$ cat src/rtl/module_rgb_pwm_decoder.sv
`default_nettype none
// ============================================================================
// Module   : module_rgb_pwm_decoder
// Purpose  : Recovers the commanded RGB color from the 3-bit PWM waveform that
//            drives the LED. Each channel's high time is measured over a fixed
//            window and thresholded to on/off. A decoded color is committed
//            only after STABLE consecutive identical window results.
// Ports    : clk_i    - system clock, rising edge
//            rst_i    - asynchronous active-low reset
//            en_i     - measurement enable (low holds measurement cleared)
//            rgb_i    - PWM waveform, bit2=R, bit1=G, bit0=B
//            color_o  - last committed color
//            valid_o  - high once any color has been committed
//            change_o - one-cycle pulse on every commit
// Options  : RGB_DEC_SYNC_EN - when defined, rgb_i goes through a 2-flop
//            synchronizer per bit (adds 2 cycles of input latency). Leave it
//            undefined only when rgb_i is generated in the clk_i domain.
// Revision : 1.0 - initial release
// ============================================================================
module module_rgb_pwm_decoder #(
  parameter int unsigned WINDOW   = 100000,
  parameter int unsigned MIN_HIGH = 25000,
  parameter int unsigned STABLE   = 2
) (
  input  logic       clk_i,
  input  logic       rst_i,
  input  logic       en_i,
  input  logic [2:0] rgb_i,
  output logic [2:0] color_o,
  output logic       valid_o,
  output logic       change_o
);

  localparam int unsigned WW = $clog2(WINDOW);
  localparam int unsigned HW = $clog2(WINDOW + 1);
  localparam int unsigned SW = $clog2(STABLE + 1);

  localparam logic [WW-1:0] c_WIN_LAST = WW'(WINDOW - 1);
  localparam logic [SW-1:0] c_SC_MAX   = SW'(STABLE);

  typedef enum logic [0:0] {
    ST_ACQ = 1'b0,
    ST_RUN = 1'b1
  } state_t;

  // --------------------------------------------------------------------------
  // Input sampling
  // --------------------------------------------------------------------------
  logic [2:0] sample;

`ifdef RGB_DEC_SYNC_EN
  logic [2:0] sync1_q;
  logic [2:0] sync2_q;

  always_ff @(posedge clk_i or negedge rst_i) begin
    if (!rst_i) begin
      sync1_q <= '0;
      sync2_q <= '0;
    end else begin
      sync1_q <= rgb_i;
      sync2_q <= sync1_q;
    end
  end

  assign sample = sync2_q;
`else
  assign sample = rgb_i;
`endif

  // --------------------------------------------------------------------------
  // Window counter
  // --------------------------------------------------------------------------
  logic [WW-1:0] wcnt_q;
  logic [WW-1:0] wcnt_d;
  logic          eow;

  // A window only closes while enabled; dropping en_i on the last cycle
  // discards that window entirely.
  assign eow = en_i && (wcnt_q == c_WIN_LAST);

  always_comb begin
    wcnt_d = wcnt_q + WW'(1);
    if (!en_i || eow) begin
      wcnt_d = '0;
    end
  end

  always_ff @(posedge clk_i or negedge rst_i) begin
    if (!rst_i) begin
      wcnt_q <= '0;
    end else begin
      wcnt_q <= wcnt_d;
    end
  end

  // --------------------------------------------------------------------------
  // Per-channel high counters and threshold
  // --------------------------------------------------------------------------
  logic [2:0] raw;

  for (genvar c = 0; c < 3; c++) begin : g_chan
    logic [HW-1:0] hcnt_q;
    logic [HW-1:0] hcnt_d;
    logic [HW:0]   total;

    // The closing cycle's sample is folded in here rather than stored, so the
    // stored count never exceeds WINDOW-1; the extra bit keeps WINDOW exact.
    assign total  = {1'b0, hcnt_q} + {{HW{1'b0}}, sample[c]};
    assign raw[c] = (32'(total) >= MIN_HIGH);

    always_comb begin
      hcnt_d = hcnt_q;
      if (!en_i || eow) begin
        hcnt_d = '0;
      end else if (sample[c]) begin
        hcnt_d = hcnt_q + HW'(1);
      end
    end

    always_ff @(posedge clk_i or negedge rst_i) begin
      if (!rst_i) begin
        hcnt_q <= '0;
      end else begin
        hcnt_q <= hcnt_d;
      end
    end
  end

  // --------------------------------------------------------------------------
  // Candidate / stability tracking
  // --------------------------------------------------------------------------
  logic [2:0]    cand_q;
  logic [2:0]    cand_d;
  logic [SW-1:0] sc_q;
  logic [SW-1:0] sc_d;

  always_comb begin
    cand_d = cand_q;
    sc_d   = sc_q;
    if (!en_i) begin
      sc_d = '0;
    end else if (eow) begin
      // sc==0 means no valid candidate yet, even if raw happens to equal it.
      if ((raw == cand_q) && (sc_q != '0)) begin
        sc_d = (sc_q == c_SC_MAX) ? sc_q : sc_q + SW'(1);
      end else begin
        cand_d = raw;
        sc_d   = SW'(1);
      end
    end
  end

  always_ff @(posedge clk_i or negedge rst_i) begin
    if (!rst_i) begin
      cand_q <= '0;
      sc_q   <= '0;
    end else begin
      cand_q <= cand_d;
      sc_q   <= sc_d;
    end
  end

  // --------------------------------------------------------------------------
  // Commit state machine
  // --------------------------------------------------------------------------
  state_t     state_q;
  state_t     state_d;
  logic [2:0] color_q;
  logic [2:0] color_d;
  logic       change_q;
  logic       change_d;
  logic       commit;

  // A stable result equal to the already committed color is not re-committed.
  assign commit = eow && (sc_d == c_SC_MAX) &&
                  ((state_q == ST_ACQ) || (raw != color_q));

  always_comb begin
    state_d  = state_q;
    color_d  = color_q;
    change_d = 1'b0;
    if (commit) begin
      color_d  = raw;
      change_d = 1'b1;
      state_d  = ST_RUN;
    end
  end

  always_ff @(posedge clk_i or negedge rst_i) begin
    if (!rst_i) begin
      state_q  <= ST_ACQ;
      color_q  <= '0;
      change_q <= 1'b0;
    end else begin
      state_q  <= state_d;
      color_q  <= color_d;
      change_q <= change_d;
    end
  end

  assign color_o  = color_q;
  assign valid_o  = (state_q == ST_RUN);
  assign change_o = change_q;

endmodule
`default_nettype wire

$ cat config.mk
export PLATFORM = sky130hd
export DESIGN_NAME = module_rgb_pwm_decoder
export DESIGN_NICKNAME = d
export VERILOG_FILES = /design/src/rtl/module_rgb_pwm_decoder.sv
export SDC_FILE = /design/constraint.sdc
export NUM_CORES = 1
export LEC_CHECK = 0
export BUFFER_PORTS_ARGS = -buffer_cell sky130_fd_sc_hd__clkbuf_2
export CAP_MARGIN = 0
export CORE_MARGIN = 3
export CORE_UTILIZATION = 56
export DETAILED_ROUTE_END_ITERATION = 7
export GPL_TIMING_DRIVEN = 0
export PLACE_DENSITY = 0.79
export SLEW_MARGIN = 20
export SYNTH_ARGS = -nofsm -noshare
export SYNTH_HDL_FRONTEND = slang
export SYNTH_SLANG_ARGS = --single-unit
$ cat constraint.sdc
create_clock -name clk_i -period 3.6 [get_ports clk_i]
set_clock_uncertainty 0.05 [all_clocks]
set_input_delay 0.18 -clock clk_i [delete_from_list [all_inputs] [get_ports clk_i]]
set_output_delay 0.18 -clock clk_i [all_outputs]
set_load 0.01 [all_outputs]
==> results.md <==
- Outcome: completed
- First-pass GRT wire length: ~17 mm
- Hold EP: wcnt_q[4]
- Mapped Area: 4970 um^2
- CP delay by family, top: compound AO/OA/AOI/OAI gates
- Post-synth top area cell: dfrtp_1
- Skew-Pair Late Insertion Delay: 0.36 ns
- Ports: 11
- Worst endpoint required time: 3.82 ns
- Top cells by count, synth: nor2_1 (96), dfrtp_1 (78), nand2_1 (35)
- H-Tree Depth: 3
- Most frequent cell after synthesis: nor2_1
- Type of the most critical hold path: in -> reg
- Layout cells sized above 1: between 10% and 20%
- Post-CTS setup repair buffer count: 0
- Vias: 3,915
- Starting density of the core: ~60%
- FF-to-FF End: change_o
- Period utilization: 90.7%
- Die height: 100 um
- Setup violators final: 0
- Cell mode on critical path: ha_1
- Vias in the first global route: approximately 3,700
- Post-synth top area share: between 30% and 40%
- Worst Path Max Fanout: 7
- Site Rows: 33
- Clock transition at the registers of the reported paths: approximately 0.09 ns
- Least-Margin Pin Slew: slightly above 0.5 ns
- Top cells by area, synth: dfrtp_1 (39%), nor2_1 (7.2%), xnor2_1 (6.0%)
- R2R Path Start: g_chan[0].hcnt_q[0]
- Final hold vios: 0
- Critical path buffers and inverters: 0
- Net Count, Synth: between 500 and 600
- Crit path depth: 9
- Routability cong.: roughly 0.83
- Count of cell types in the netlist: between 70 and 80
- Initial antenna violation count: 0
- Core ar.: between 8000 and 9000 um^2
- Most used DFF post-synth: dfrtp_1
- DRC: 0
- Die ar.: between 10,000 and 15,000 um^2
- Nature of the critical path startpoint: flop
- Clk sinks: between 70 and 80
- Clock buffer depth: 2
- Avg Synthesized Cell Area: 9.20 um^2
- DR WL/cell: 14.5 um
- HPWL Detailed: roughly 7.0 mm
- TritonCTS clock tree: done
- Hold Crit Start: en_i
- CP arrival: about 3.5 ns
- Worst-path cell chain: ha_1, ha_1, nand4_1, o41ai_2, a21oi_1, o311ai_1, a211oi_2, or4_4, a41oi_2
- Number of flops mapped to enable cells by yosys: 0
- Largest net degree at the start of global routing: 53
- Die X: 100 um
- Reg2reg path depth: 9
- Post-synth ARST share: 100%
- Yosys warns: 0
- Worst stage delay on the critical path: 0.57 ns
- Hold Buf Count CTS: 1
- Post-CTS sizing: 0
- Seq/Total Area, Yosys: about two fifths
- Fin nets: slightly below 600
- Max frequency: 0.306 GHz
- Layout overhead on the synthesized area: 8.70%
- Worst R2R Setup Slack: ~0.33 ns
- Worst setup EP type: flop
- Slew HR: ~65%
- Fin. max-slew vios: 0
- RSZ-0062 raised after global routing: false
- Pwr dens: 310 nW/um^2
- Post-synthesis register bit count: between 70 and 80
- Total power: ~0.0017 W
- Iter 0 DRT Violations: 164
- Setup TNS: 0 ns
- Type of the worst setup path: reg -> reg
- Routed wire length: roughly 10 mm
- Port Buf Inserts: 10
- Root buffer cell: clkbuf_8
- Gr ovfl total: 0
- Drt first pass iters: 4
- WHS Path Cells: 2
- Max cap viols: 0
- Leak pwr: between 2 and 2.5 nW
- TritonCTS Buffers: 9
- Slowest-stage cell, CP: or4_4
- Syn Inst Count: 541
- Minimum clock period after layout: around 3.3 ns
- Ant. Diodes: 0
- GRT Total Usage: between 20% and 30%
- Vias per inst: 5.81
- Post-DRT Antenna Nets: 0
- Worst vdd ir: around 0.3 mV
## state kept, by name (all words and copies together), names as in the netlist
register and flops:
change_o 1, sc_q 2, g_chan.hcnt_q 51, color_o 3, wcnt_q 17, valid_o 1, cand_q 3
## routing by layer
layer / up-vias / global-route usage [%] / wire length [um]
met2: 81 / 34.2 / 4670
met3: 17 / 3.89 / 350
met5: - / 0 / 0
li1: 1963 / - / -
met4: 0 / 6.84 / 170
met1: 1854 / 27.2 / 4580
## final cells by class
class | count | area (um^2)
Multi-Input combinational cell | 420 | 2790
Buffer | 28 | 179
Tap cell | 105 | 131
Inverter | 15 | 56.3
Fill cell | 714 | 3020
Clock buffer | 9 | 124
Timing Repair Buffer | 12 | 90.1
Sequential cell | 78 | 1950
Clock inverter | 7 | 87.6
## layout by cell type, fill, tap and decap left out, types with 4 or more instances in the layout
master	netlist	routed
o21ai_0	5	5
and2_1	11	11
ha_1	11	11
a31oi_1	6	6
xor2_1	32	32
and3_1	12	12
mux2i_1	5	5
and4_1	7	7
or3_1	5	5
nand4_1	19	19
nor3_1	12	12
a21oi_1	14	14
clkbuf_2	0	9
nand2_1	35	35
buf_6	7	7
xnor2_1	34	34
a311oi_1	4	4
nand3_1	24	24
clkbuf_1	10	10
clkbuf_8	0	9
nor2_1	96	96
buf_2	8	8
nor3b_1	6	6
nor4_1	11	11
inv_1	15	15
nand2b_1	4	4
dfrtp_1	78	78
## how the worst max path moves through the flow
| stage | slack, ns | start | end |
|---|---|---|---|
| after global routing | 0.16 | g_chan[0].hcnt_q[0] | color_o[2] |
| final | 0.33 | g_chan[0].hcnt_q[0] | change_o |
| after floorplan | 0.68 | g_chan[0].hcnt_q[0] | color_o[0] |
| after global placement | 0.50 | g_chan[0].hcnt_q[0] | color_o[0] |
| after detailed placement | 0.39 | g_chan[0].hcnt_q[0] | color_o[0] |
| after CTS | 0.38 | g_chan[0].hcnt_q[0] | color_o[2] |
## metrics by stage
step / hold WS, ns / std cells / setup WS, ns / utilization, % / cell area (um^2)
finish: 0.0828 / 674 / 0.334 / 64.2 / 5410
global route: 0.0713 / 674 / 0.159 / 64.2 / 5410
floorplan: -0.166 / 541 / 0.679 / - / 4970
global placement: 0.422 / 656 / 0.501 / 61.2 / 5160
detailed placement: 0.105 / 657 / 0.393 / 61.6 / 5190
CTS: 0.0638 / 674 / 0.379 / 64.2 / 5410
## worst register-to-register path: cells and delay by family, from the launching register on
kind | cells | cell delay (ns)
compound gates | 5 | 1.33
flops | 1 | 0.41
fa+ha+maj | 2 | 0.60
simple gates | 2 | 0.80
## logic make-up after synthesis
group / after synthesis / synth area share, %
buffers and inverters: 43 / 4.73
AO/OA/AOI/OAI: 62 / 10.2
multiplexers: 9 / 1.91
XOR/XNOR: 66 / 11.6
adder cells (fa/ha/maj): 11 / 2.77
flip-flops: 78 / 39.2
AND/OR/NAND/NOR: 272 / 29.5
## power by group
| part | switching (W) | internal, W | leakage [nW] |
|---|---|---|---|
| combinational | 0.0000488 | 0.0000239 | 1.09 |
| sequential | 0.0000136 | 0.000885 | 1.07 |
| clock | 0.000369 | 0.000337 | 0.102 |
| total | 0.000432 | 0.00125 | 2.26 |
(Power assumes the default switching activity.)
